<file path="config.mk">
export PLATFORM = sky130hd
export DESIGN_NAME = axi_multi_master
export DESIGN_NICKNAME = d
export VERILOG_FILES = /design/src/rtl/axi_mm_pkg.sv /design/src/rtl/rr_arbiter.sv /design/src/rtl/axi_multi_master.sv
export SDC_FILE = /design/constraint.sdc
export NUM_CORES = 1
export LEC_CHECK = 0
export ABC_AREA = 0
export CORE_AREA = 2 2 145 147
export CTS_BUF_LIST = sky130_fd_sc_hd__clkbuf_8
export CTS_CLUSTER_DIAMETER = 150
export DETAILED_ROUTE_END_ITERATION = 8
export DIE_AREA = 0 0 147 149
export DONT_BUFFER_PORTS = 1
export SETUP_SLACK_MARGIN = 0.02
export SYNTH_ARGS = -nofsm -noshare
export SYNTH_HDL_FRONTEND = slang
export SYNTH_SLANG_ARGS = --single-unit
</file>
<file path="constraint.sdc">
create_clock -name clk -period 3.65 [get_ports clk]
set_clock_uncertainty 0.05 [all_clocks]
set_input_delay 0.73 -clock clk [delete_from_list [all_inputs] [get_ports clk]]
set_output_delay 0.73 -clock clk [all_outputs]
set_load 0.005 [all_outputs]
</file>
<file path="src/rtl/axi_mm_pkg.sv">
// Shared types and constants for the arbitrated AXI4 master bridge.
//   state_t        : bridge FSM states
//   AXI_BURST_INCR : AxBURST encoding for incrementing bursts
//   AXI_RESP_OKAY  : xRESP encoding for a good response
//   size_from_strb : AxSIZE for a full-width beat given the strobe width
package axi_mm_pkg;

    typedef enum logic [2:0] {
        IDLE,
        RD_ADDR,
        RD_DATA,
        WR_REQ,
        WR_RESP
    } state_t;

    localparam logic [1:0] AXI_BURST_INCR = 2'b01;
    localparam logic [1:0] AXI_RESP_OKAY  = 2'b00;

    // AxSIZE is log2 of the bytes per beat; strobe width is a power of two.
    function automatic logic [2:0] size_from_strb(input int strb_w);
        logic [2:0] size;
        size = 3'd0;
        for (int i = 0; i < 8; i++) begin
            if ((1 << i) == strb_w) size = 3'(i);
        end
        return size;
    endfunction

endpackage

</file>
<file path="src/rtl/rr_arbiter.sv">
// Round-robin arbiter. The search starts at an internal pointer; when a
// grant is taken (advance high and some request present) the pointer moves
// to the port after the winner, so the winner drops to lowest priority.
//   clk, rst  : clock, asynchronous active-high reset (pointer -> 0)
//   req       : one bit per requester
//   advance   : consume the current grant and rotate the pointer
//   grant     : one-hot winner (all zero when no request)
//   grant_idx : binary index of the winner
module rr_arbiter #(
    parameter int  NUM_REQ = 2,
    localparam int IDX_W   = (NUM_REQ > 1) ? $clog2(NUM_REQ) : 1
) (
    input  logic               clk,
    input  logic               rst,
    input  logic [NUM_REQ-1:0] req,
    input  logic               advance,
    output logic [NUM_REQ-1:0] grant,
    output logic [IDX_W-1:0]   grant_idx
);

    logic [IDX_W-1:0] ptr;
    logic [IDX_W-1:0] cand;
    logic             found;

    // NOTE: combinational blocks use blocking '=' and give every output a
    // default first, so no path leaves a value held (no latch inferred).
    always_comb begin
        grant     = '0;
        grant_idx = '0;
        found     = 1'b0;
        cand      = '0;
        for (int i = 0; i < NUM_REQ; i++) begin
            cand = IDX_W'((int'(ptr) + i) % NUM_REQ);
            if (!found && req[cand]) begin
                found     = 1'b1;
                grant_idx = cand;
            end
        end
        if (found) grant[grant_idx] = 1'b1;
    end

    // NOTE: sequential state is updated only with non-blocking '<='.
    always_ff @(posedge clk or posedge rst) begin
        if (rst) begin
            ptr <= '0;
        end else if (advance && found) begin
            ptr <= (grant_idx == IDX_W'(NUM_REQ - 1)) ? '0 : grant_idx + IDX_W'(1);
        end
    end

endmodule

</file>
<file path="src/rtl/axi_multi_master.sv">
// Shared AXI4 master: round-robin arbitrates NUM_REQ core-side request ports
// onto one AXI4 master, one transaction outstanding at a time.
//   clk, rst             : clock, asynchronous active-high reset
//   req_*                : per-port request (valid/write/burst/addr/wdata/strb)
//   req_ready            : one-hot, one-cycle acceptance of a request
//   resp_valid/data/last/err : one-hot per-port read beat or write completion
//   busy                 : a transaction is in flight
//   ar*/r*/aw*/w*/b*     : AXI4 master channels
// The AXI ID carries the granted port index, so responses with a foreign ID
// are accepted and discarded.
module axi_multi_master
    import axi_mm_pkg::*;
#(
    parameter int  NUM_REQ   = 2,
    parameter int  ADDR_W    = 32,
    parameter int  DATA_W    = 32,
    parameter int  ID_W      = 4,
    parameter int  BURST_LEN = 4,
    localparam int STRB_W    = DATA_W / 8
) (
    input  logic                      clk,
    input  logic                      rst,
    input  logic [NUM_REQ-1:0]        req_valid,
    input  logic [NUM_REQ-1:0]        req_write,
    input  logic [NUM_REQ-1:0]        req_burst,
    input  logic [NUM_REQ*ADDR_W-1:0] req_addr,
    input  logic [NUM_REQ*DATA_W-1:0] req_wdata,
    input  logic [NUM_REQ*STRB_W-1:0] req_strb,
    output logic [NUM_REQ-1:0]        req_ready,
    output logic [NUM_REQ-1:0]        resp_valid,
    output logic [DATA_W-1:0]         resp_data,
    output logic                      resp_last,
    output logic                      resp_err,
    output logic                      busy,
    output logic [ID_W-1:0]           arid,
    output logic [ADDR_W-1:0]         araddr,
    output logic [7:0]                arlen,
    output logic [2:0]                arsize,
    output logic [1:0]                arburst,
    output logic                      arvalid,
    input  logic                      arready,
    input  logic [ID_W-1:0]           rid,
    input  logic [DATA_W-1:0]         rdata,
    input  logic [1:0]                rresp,
    input  logic                      rlast,
    input  logic                      rvalid,
    output logic                      rready,
    output logic [ID_W-1:0]           awid,
    output logic [ADDR_W-1:0]         awaddr,
    output logic [7:0]                awlen,
    output logic [2:0]                awsize,
    output logic [1:0]                awburst,
    output logic                      awvalid,
    input  logic                      awready,
    output logic [DATA_W-1:0]         wdata,
    output logic [STRB_W-1:0]         wstrb,
    output logic                      wlast,
    output logic                      wvalid,
    input  logic                      wready,
    input  logic [ID_W-1:0]           bid,
    input  logic [1:0]                bresp,
    input  logic                      bvalid,
    output logic                      bready
);

    localparam int         IDX_W  = (NUM_REQ > 1) ? $clog2(NUM_REQ) : 1;
    localparam logic [2:0] AXSIZE = size_from_strb(STRB_W);

    state_t              state, state_nxt;
    logic [NUM_REQ-1:0]  arb_grant;
    logic [IDX_W-1:0]    arb_idx;
    logic                any_grant;

    logic [IDX_W-1:0]    gnt_q;
    logic [ADDR_W-1:0]   addr_q;
    logic [DATA_W-1:0]   wdata_q;
    logic [STRB_W-1:0]   strb_q;
    logic                burst_q;
    logic                aw_done, w_done;
    logic [3:0]          beat_cnt;

    logic [ID_W-1:0]     id_q;
    logic                r_match, b_match;
    logic [4:0]          beat_num, beats_exp;
    logic                len_err;

    rr_arbiter #(.NUM_REQ(NUM_REQ)) u_arb (
        .clk       (clk),
        .rst       (rst),
        .req       (req_valid),
        .advance   (state == IDLE),
        .grant     (arb_grant),
        .grant_idx (arb_idx)
    );

    assign any_grant = |arb_grant;
    assign req_ready = (state == IDLE) ? arb_grant : '0;
    assign busy      = (state != IDLE);

    assign id_q    = ID_W'(gnt_q);
    assign r_match = rvalid && (rid == id_q);
    assign b_match = bvalid && (bid == id_q);

    // Beat-count check: RLAST must land exactly on the expected beat; a
    // missing RLAST flags every beat from the expected last one onward.
    assign beat_num  = {1'b0, beat_cnt} + 5'd1;
    assign beats_exp = burst_q ? 5'(BURST_LEN) : 5'd1;
    assign len_err   = rlast ? (beat_num != beats_exp) : (beat_num >= beats_exp);

    always_comb begin
        state_nxt  = state;
        arvalid    = 1'b0;
        rready     = 1'b0;
        awvalid    = 1'b0;
        wvalid     = 1'b0;
        bready     = 1'b0;
        resp_valid = '0;
        resp_data  = '0;
        resp_last  = 1'b0;
        resp_err   = 1'b0;
        case (state)
            IDLE: begin
                if (any_grant) state_nxt = req_write[arb_idx] ? WR_REQ : RD_ADDR;
            end
            RD_ADDR: begin
                arvalid = 1'b1;
                if (arready) state_nxt = RD_DATA;
            end
            RD_DATA: begin
                rready = 1'b1;
                if (r_match) begin
                    resp_valid[gnt_q] = 1'b1;
                    resp_data         = rdata;
                    resp_last         = rlast;
                    resp_err          = (rresp != AXI_RESP_OKAY) || len_err;
                    if (rlast) state_nxt = IDLE;
                end
            end
            WR_REQ: begin
                // Each channel drops its valid after its own handshake, so W
                // may complete before AW (or vice versa) without stalling.
                awvalid = !aw_done;
                wvalid  = !w_done;
                if ((aw_done || awready) && (w_done || wready)) state_nxt = WR_RESP;
            end
            WR_RESP: begin
                bready = 1'b1;
                if (b_match) begin
                    resp_valid[gnt_q] = 1'b1;
                    resp_last         = 1'b1;
                    resp_err          = (bresp != AXI_RESP_OKAY);
                    state_nxt         = IDLE;
                end
            end
            default: state_nxt = IDLE;
        endcase
    end

    // Payloads are zero whenever their valid is low.
    assign arid    = arvalid ? id_q : '0;
    assign araddr  = arvalid ? addr_q : '0;
    assign arlen   = arvalid ? (burst_q ? 8'(BURST_LEN - 1) : 8'd0) : 8'd0;
    assign arsize  = arvalid ? AXSIZE : 3'd0;
    assign arburst = arvalid ? AXI_BURST_INCR : 2'b00;
    assign awid    = awvalid ? id_q : '0;
    assign awaddr  = awvalid ? addr_q : '0;
    assign awlen   = 8'd0;
    assign awsize  = awvalid ? AXSIZE : 3'd0;
    assign awburst = awvalid ? AXI_BURST_INCR : 2'b00;
    assign wdata   = wvalid ? wdata_q : '0;
    assign wstrb   = wvalid ? strb_q : '0;
    assign wlast   = wvalid;

    always_ff @(posedge clk or posedge rst) begin
        if (rst) begin
            state    <= IDLE;
            gnt_q    <= '0;
            addr_q   <= '0;
            wdata_q  <= '0;
            strb_q   <= '0;
            burst_q  <= 1'b0;
            aw_done  <= 1'b0;
            w_done   <= 1'b0;
            beat_cnt <= '0;
        end else begin
            state <= state_nxt;
            case (state)
                IDLE: begin
                    if (any_grant) begin
                        gnt_q    <= arb_idx;
                        addr_q   <= req_addr[arb_idx*ADDR_W +: ADDR_W];
                        wdata_q  <= req_wdata[arb_idx*DATA_W +: DATA_W];
                        strb_q   <= req_strb[arb_idx*STRB_W +: STRB_W];
                        burst_q  <= req_burst[arb_idx] && !req_write[arb_idx];
                        aw_done  <= 1'b0;
                        w_done   <= 1'b0;
                        beat_cnt <= '0;
                    end
                end
                RD_DATA: begin
                    if (r_match && beat_cnt != 4'hF) beat_cnt <= beat_cnt + 4'd1;
                end
                WR_REQ: begin
                    if (awvalid && awready) aw_done <= 1'b1;
                    if (wvalid && wready)   w_done  <= 1'b1;
                end
                default: ;
            endcase
        end
    end

endmodule

</file>
==> results of run 1 <==
-- path summary, 6_finish.rpt --
path / start / to / slack, ps / cells after the start
max: state[0]$_DFFE_PP0P_ / resp_valid[1] / 600 / 7
min: rst / wdata_q[6]$_DFFE_PP0P_ / 310 / 1
max reg2reg: state[0]$_DFFE_PP0P_ / wdata_q[1]$_DFFE_PP0P_ / 1240 / 6
min reg2reg: wdata_q[30]$_DFFE_PP0P_ / wdata_q[30]$_DFFE_PP0P_ / 430 / 2
max in group asynchronous: rst / addr_q[18]$_DFFE_PP0P_ / 2280 / 2
min in group clk: wdata_q[30]$_DFFE_PP0P_ / wdata_q[30]$_DFFE_PP0P_ / 430 / 2
-- flip-flops by register name, indices dropped and copies added (netlist names) --
register / cells
w_done: 1
wdata_q: 32
strb_q: 4
aw_done: 1
state: 3
addr_q: 32
gnt_q: 1
beat_cnt: 4
burst_q: 1
u_arb.ptr: 1
-- layout by cell type (no fill, tap or decap), drive strengths merged, types with 2 or more instances in the layout --
cell type and n:
buf 18, a21oi 8, diode 2, ha 3, a21o 2, and2 102, inv 9, a31oi 41
nor2 52, nand2 117, nand2b 2, a22oi 28, nor4 2, and3 36, o21ai 32, clkinvlp 3
clkbuf 10, or3 2, nor2b 5, dfrtp 80, nand3 5, xor2 2, clkinv 2, nor3b 2
mux2i 5, conb 26
-- worst reg2reg max path, stage by stage (launching register included) --
cell and delay (ps):
dfrtp_1 570, or3_1 400, buf_4 270, nor2_4 130, buf_4 570, nor2_1 150
a31oi_1 200
-- per-layer routing --
layer,global-route usage (%),part of all wire [%],up-vias
li1,-,-,2009
met1,16.1,38,2004
met2,25.9,51,260
met3,3.21,7.1,21
met4,7.50,3.8,0
met5,0,0,-
-- power by group through the flow --
stage	logic [mW]	registers, mW	clock network (mW)
floorplan	1.48	1.49	0
global placement	1.78	1.65	0
detailed placement	1.81	1.66	0
CTS	1.81	1.65	0.676
global route	2.02	1.71	0.700
finish	1.78	1.64	0.627
-- area by class of cell --
type / count / share of cell area, %
inverter: 8 / 0.582
tap: 275 / 6.40
antenna: 2 / 0.0930
timing repair buffer: 18 / 2.74
sequential: 80 / 37.2
multi-input combinational: 487 / 49.6
clock buffer: 10 / 2.56
clock inverter: 6 / 0.814
-- stage by stage --
step	worst slack [ps]	cell area, um2
floorplan	818	5120
global placement	770	5190
detailed placement	720	5190
CTS	525	5370
global route	343	5380
finish	604	5380
-- kinds of logic (layout without fill, tap and decap cells) --
group / after synthesis / count (layout) / synth area share, %
simple gates: 330 / 330 / 33.0
compound gates: 120 / 120 / 15.2
buf+inv: 88 / 42 / 9.61
flops: 80 / 80 / 39.8
mux: 5 / 5 / 0.996
fa+ha+maj: 3 / 3 / 0.747
xor+xnor: 3 / 3 / 0.523
other cells: 1 / 28 / 0.0746
==> results.py, run 1 <==
metrics = {
    "power": {
        "power_leakage_nw": 2.43,
        "sw_frac_of_total_pct": 45.3,
        "p_sw_mw": 1.83,
        "power_frac_comb_pct": 44.0,
        "finalPower_mw": 4.05,
        "internal-power_mw": 2.21,
        "clkPwrFrac_pct": 15.5,
        "seq_power_share_pct": 40.5,
        "peakVddDrop_v": 0.000230,
        "powerDensity_mw_per_mm2": 752,
    },
    "grt": {
        "groute.usage.overall_pct": 14.4,
        "grt_overflow": 0,
        "grt_max_degree": 83,
        "antenna_found_initial": 2,
        "grt_pass1_vias": 3926,
        "grt_pass1_wl_mm": 23.4,
    },
    "timing": {
        "slew-limit-headroom_pct": 27.0,
        "fmax_mhz": 328,
        "drv_slew": 0,
        "tns_ps": 0,
        "hold_viol_final": 0,
        "setup_viol": 0,
        "tightest_slew_ps": 1090,
        "hold_ws_ps": 309,
        "post-route-min-period_ps": 3050,
        "rsz0062_at_grt": "no",
        "period_share_pct": 83.5,
    },
    "critical_path": {
        "slowest_delay_ps": 570,
        "cp-start-kind": "register",
        "required_ps": 2870,
        "crit_path_end_kind": "primary output",
        "crit_slowest_cell": "dfrtp_1",
        "crit_fanout": 33,
        "path_cells": "nor3b_1 > buf_4 > and3_1 > buf_4 > a21oi_1 > nor2b_1 > buf_4",
        "path_class": "reg2out",
        "crit_arrival_ps": 2270,
        "path_buf_inv": 3,
        "crit_top_cell": "buf_4",
        "cp_top_family": "simple AND/OR/NAND/NOR gates",
    },
    "detailed_routing": {
        "drt_pre_antenna_iters": 5,
        "wl_per_cell_um": 18.9,
        "vias": 4294,
        "routed_via_density": 4.85,
        "ant_nets": 0,
        "wl_mm": 16.7,
        "post-route-drc-count": 0,
        "drtIter0Drc": 172,
    },
    "synthesis": {
        "synth.top_cell.area_share_pct": 39.8,
        "synth_most_common_cell": "nand2_1",
        "synth.avg_cell_area_um2": 7.98,
        "yosys.area.top_type": "dfrtp_1",
        "synthTopCellsByCount": "nand2_1, and2_1, dfrtp_1, nor2_1, a31oi_1",
        "synth_cell_types": 43,
        "yosys_most_used_dff": "dfrtp_1",
        "seq_area_frac_synth_pct": 39.8,
        "syn_inst": 630,
        "synth_area_leaders": "dfrtp_1, and2_1, nand2_1",
        "synth_edf_count": 0,
        "ys_seq_elements": 80,
        "synth_warnings": 0,
        "async_reset_ff_share_pct": 100,
        "syn-cell-area_mm2": 0.00502,
    },
    "final_layout": {
        "final_core_util_pct": 26.2,
        "area_delta_synth_final_pct": 7.05,
        "instances_no_fill": 886,
        "multiInputGateArea_mm2": 0.00267,
        "seqCellArea_mm2": 0.00200,
        "layout-drive-gt1-share_pct": 7.22,
        "nNetsFinal": 801,
        "fill_cells": 2242,
    },
    "placement": {
        "io_buffers": 0,
        "dpl.hpwl_mm": 12.7,
        "place_inst": 868,
        "routabilityCongestion": 0.793,
    },
    "floorplan": {
        "die_h_um": 149,
        "coreArea_mm2": 0.0206,
        "start_util_pct": 24.4,
        "num_rows": 53,
        "ios": 373,
        "die_w_um": 147,
        "die-area_mm2": 0.0219,
    },
    "clock_network": {
        "clkSinkCount": 80,
        "path_clk_slew_ps": 100,
        "cts_resized": 0,
        "clkLatencyLatePin_ps": 370,
        "postCtsHoldBufs": 0,
        "cts_setup_buffers": 0,
        "cts_root_buf": "clkbuf_8",
        "cts_inserted_buffers": 9,
        "cts_max_level": 3,
        "cts_tree": "built",
        "clockBufferDepth": 2,
    },
    "run_status": {
        "outcome": "finished clean",
    },
    "job": {
        "cap_violations": 0,
    },
    "hold_path": {
        "hp-class": "in2async",
    },
}
Power figures use the tool's default switching activity.
==> inputs of run 2 (changes only) <==
clock period = 2.7 ns   (was 3.65 ns; I/O delays follow)
==> results.py, run 2 (synthesis gave the netlist of run 1 again) <==
metrics = {
    "floorplan": {
        "die_w_um": 147,
        "ios": 373,
        "die_h_um": 149,
        "coreArea_mm2": 0.0206,
        "start_util_pct": 24.4,
        "num_rows": 53,
        "die-area_mm2": 0.0219,
    },
    "hold_path": {
        "hp-class": "in2async",
    },
    "power": {
        "power_leakage_nw": 2.47,
        "peakVddDrop_v": 0.000302,
        "powerDensity_mw_per_mm2": 1010,
        "finalPower_mw": 5.54,
    },
    "clock_network": {
        "cts_max_level": 3,
        "clkLatencyLatePin_ps": 360,
        "clockBufferDepth": 2,
        "cts_tree": "built",
        "postCtsHoldBufs": 0,
        "path_clk_slew_ps": 90,
        "cts_inserted_buffers": 9,
        "clkSinkCount": 80,
        "cts_root_buf": "clkbuf_8",
    },
    "final_layout": {
        "reg_top3": "addr_q x32, wdata_q x32",
        "postLayoutCellArea_mm2": 0.00548,
        "seqCellArea_mm2": 0.00200,
        "nNetsFinal": 807,
        "area_delta_synth_final_pct": 9.09,
        "final_common_cell": "nand2_1",
        "final_core_util_pct": 26.7,
        "fill_cells": 2251,
        "final_cell_mix": "nand2_1, and2_1, dfrtp_1",
        "instances_no_fill": 892,
        "multiInputGateArea_mm2": 0.00268,
        "layout-drive-gt1-share_pct": 8.46,
    },
    "critical_path": {
        "r2r_cells": 6,
        "crit_fanout": 4,
        "cp-start-kind": "register",
        "crit_path_end_kind": "primary output",
        "required_ps": 2110,
        "path_class": "reg2out",
        "crit_arrival_ps": 2040,
    },
    "placement": {
        "post-place-ws_ps": 308,
        "routabilityCongestion": 0.821,
        "io_buffers": 0,
        "dpl.hpwl_mm": 13.0,
        "place_inst": 873,
        "placed_area_mm2": 0.00527,
    },
    "grt": {
        "groute.usage.overall_pct": 14.3,
        "grt_max_degree": 83,
        "grt_overflow": 0,
        "grt_pass1_vias": 3938,
        "grt_pass1_wl_mm": 23.4,
        "antenna_found_initial": 2,
    },
    "timing": {
        "period_share_pct": 97.5,
        "slew-limit-headroom_pct": 56.6,
        "fmax_mhz": 380,
        "tns_ps": 0,
        "setup_viol": 0,
        "post-route-min-period_ps": 2630,
        "hold_viol_final": 0,
        "drv_slew": 0,
        "hold_ws_ps": 59.1,
        "rsz0062_at_grt": "yes",
        "tightest_slew_ps": 650,
        "fin_ws_ps": 68.1,
    },
    "run_status": {
        "outcome": "finished clean",
    },
    "detailed_routing": {
        "routed_via_density": 4.74,
        "post-route-drc-count": 0,
        "ant_nets": 0,
        "vias": 4224,
        "drt_pre_antenna_iters": 4,
        "drtIter0Drc": 175,
        "wl_per_cell_um": 18.6,
        "wl_mm": 16.6,
    },
    "job": {
        "cap_violations": 0,
    },
}
[run 2: changes by cell type in the layout (fill, tap and decap cells not counted), sizes merged]
cell      previous run  this run
clkinvlp             3         4
clkinv               2         1
buf                 18        24
[run 2: cell type report]
class	instances	area share, %
Sequential cell	80	36.5
Antenna cell	2	0.0913
Timing Repair Buffer	24	4.50
Inverter	8	0.571
Multi-Input combinational cell	487	48.8
Tap cell	275	6.28
Clock inverter	6	0.685
Clock buffer	10	2.51
[run 2: where the power goes]
group	total, mW	internal, mW	switching, mW
clock network	0.816	0.353	0.464
registers	2.20	1.77	0.429
logic	2.53	0.965	1.57
total	5.54	3.08	2.46
[run 2: worst paths after layout]
kind / start / endpoint / slack [ps]
worst max register to register: state[2]$_DFFE_PP0P_ / wdata_q[13]$_DFFE_PP0P_ / 710
worst max-delay path: beat_cnt[1]$_DFFE_PP0P_ / resp_err / 70
worst min register to register: wdata_q[28]$_DFFE_PP0P_ / wdata_q[28]$_DFFE_PP0P_ / 440
worst min-delay path: rst / strb_q[0]$_DFFE_PP0P_ / 60
max in group asynchronous: rst / wdata_q[11]$_DFFE_PP0P_ / 1860
min in group clk: req_strb[6] / strb_q[2]$_DFFE_PP0P_ / 270
[run 2: critical path, cell delays in order (launching register included)]
cell,delay (ps)
dfrtp_1,400
ha_2,200
xor2_1,150
ha_2,180
nor4_1,260
a211oi_1,120
o41ai_1,240
o21ai_1,140
[run 2: repair_timing]
item | CTS | global route
setup buffers | 1 | 0
resized for setup | 3 | 5
setup endpoints to repair | 4 | 40
gates cloned | 0 | 0
[run 2: routing by layer]
layer	part of all wire [%]	vias up	track usage (%)
met3	7.0	23	3.39
met4	3.4	0	5.87
met1	38	1948	16.2
met5	0	-	0
li1	-	2017	-
met2	51	236	26.1
==> inputs of run 3 (changes only) <==
CELL_PAD_IN_SITES_DETAIL_PLACEMENT = 1   (was not set)
CELL_PAD_IN_SITES_GLOBAL_PLACEMENT = 1   (was not set)
PLACE_DENSITY = 0.63   (was not set)
==> results.py, run 3 (synthesis gave the netlist of run 1 again) <==
metrics = {
    "run_status": {
        "outcome": "finished clean",
    },
    "critical_path": {
        "r2r_cells": 6,
        "slowest_delay_ps": 460,
        "path_class": "reg2out",
        "crit_slowest_cell": "dfrtp_2",
        "path_cells": "ha_4 > xor2_1 > ha_2 > and4b_1 > a211oi_1 > o41ai_1 > o21ai_1",
        "reg2reg_slack_ps": 590,
        "cp-start-kind": "register",
        "crit_arrival_ps": 2110,
        "crit_path_end_kind": "primary output",
        "crit_fanout": 5,
        "required_ps": 2110,
    },
    "detailed_routing": {
        "vias": 4281,
        "ant_nets": 0,
        "drtIter0Drc": 119,
        "wl_mm": 16.8,
        "drt_pre_antenna_iters": 4,
        "routed_via_density": 4.82,
        "wl_per_cell_um": 19.0,
        "post-route-drc-count": 0,
    },
    "grt": {
        "antenna_found_initial": 3,
        "grt_overflow": 0,
        "groute.usage.overall_pct": 15.0,
        "grt_pass1_vias": 4263,
        "grt_max_degree": 45,
        "grt_pass1_wl_mm": 25.1,
    },
    "floorplan": {
        "coreArea_mm2": 0.0206,
        "die-area_mm2": 0.0219,
        "num_rows": 53,
        "die_h_um": 149,
        "ios": 373,
        "start_util_pct": 24.4,
        "die_w_um": 147,
    },
    "clock_network": {
        "clkLatencyLatePin_ps": 360,
        "clockBufferDepth": 2,
        "path_clk_slew_ps": 100,
        "cts_inserted_buffers": 9,
        "clkSinkCount": 80,
        "cts_max_level": 3,
        "cts_root_buf": "clkbuf_8",
        "cts_tree": "built",
        "postCtsHoldBufs": 0,
    },
    "final_layout": {
        "instances_no_fill": 888,
        "nNetsFinal": 804,
        "reg_top3": "addr_q x32, wdata_q x32",
        "final_common_cell": "nand2_1",
        "final_cell_mix": "nand2_1, and2_1, dfrtp_1",
        "layout-drive-gt1-share_pct": 8.50,
        "area_delta_synth_final_pct": 9.16,
    },
    "timing": {
        "setup_viol": 0,
        "hold_viol_final": 0,
        "drv_slew": 0,
        "post-route-min-period_ps": 2700,
        "tightest_slew_ps": 724,
        "fin_ws_ps": 1.95,
        "fmax_mhz": 371,
        "period_share_pct": 99.9,
        "rsz0062_at_grt": "yes",
        "slew-limit-headroom_pct": 51.8,
    },
    "placement": {
        "post-place-ws_ps": 291,
        "dpl.hpwl_mm": 13.1,
        "routabilityCongestion": 0.760,
        "place_inst": 871,
        "io_buffers": 0,
    },
    "power": {
        "power_leakage_nw": 2.47,
        "powerDensity_mw_per_mm2": 1030,
        "peakVddDrop_v": 0.000336,
        "finalPower_mw": 5.64,
    },
    "hold_path": {
        "hp-class": "in2async",
    },
    "job": {
        "cap_violations": 0,
    },
}
-- run 3: cell type report --
class / count / area [um2]
fillers: 2490 / 15100
flip-flops and latches: 80 / 2000
inverters: 8 / 31.3
repair buffers: 21 / 236
clock inverters: 7 / 55.1
multi-input cells: 487 / 2690
well taps: 275 / 344
clock buffers: 9 / 124
diodes: 1 / 2.50
-- run 3: per-layer routing --
metal	track usage [%]	vias up	wire (um)
li1	-	2012	-
met2	25.7	233	8080
met4	4.33	0	267
met5	0	-	0
met3	4.89	17	1480
met1	18.0	2019	7020
-- run 3: worst paths after layout --
path / from / to
max: beat_cnt[0]$_DFFE_PP0P_ / resp_err
min: rst / strb_q[2]$_DFFE_PP0P_
max reg2reg: state[2]$_DFFE_PP0P_ / wdata_q[21]$_DFFE_PP0P_
min reg2reg: wdata_q[28]$_DFFE_PP0P_ / wdata_q[28]$_DFFE_PP0P_
max in group asynchronous: rst / addr_q[2]$_DFFE_PP0P_
min in group clk: req_wdata[56] / wdata_q[24]$_DFFE_PP0P_
-- run 3: metrics by stage --
step | TNS [ps] | instance area, um2 | hold WS, ps | util (%)
global route | -178 | 5480 | 112 | 26.7
CTS | -49.0 | 5460 | 104 | 26.6
global placement | 0 | 5280 | 407 | 25.7
floorplan | 0 | 5120 | 392 | -
finish | 0 | 5490 | 77.0 | 26.7
detailed placement | 0 | 5280 | 426 | 25.7
-- run 3: timing repair --
item	4_1_cts	5_1_grt
setup endpoints to repair	1	34
buffers inserted	0	0
gates resized for setup	3	4
-- run 3: critical path: cells and delay by family, from the launching register on --
family	cells	cell delay, ps
and+or+nand+nor	1	180
AOI/OAI and AO/OA	3	450
DFF	1	460
adders and majority gates	2	520
xor gates and xnor gates	1	140
-- run 3: power by group --
| part | switching, mW | internal, mW |
|---|---|---|
| combinational | 1.59 | 0.982 |
| clock | 0.501 | 0.346 |
| sequential | 0.452 | 1.77 |
| total | 2.54 | 3.09 |
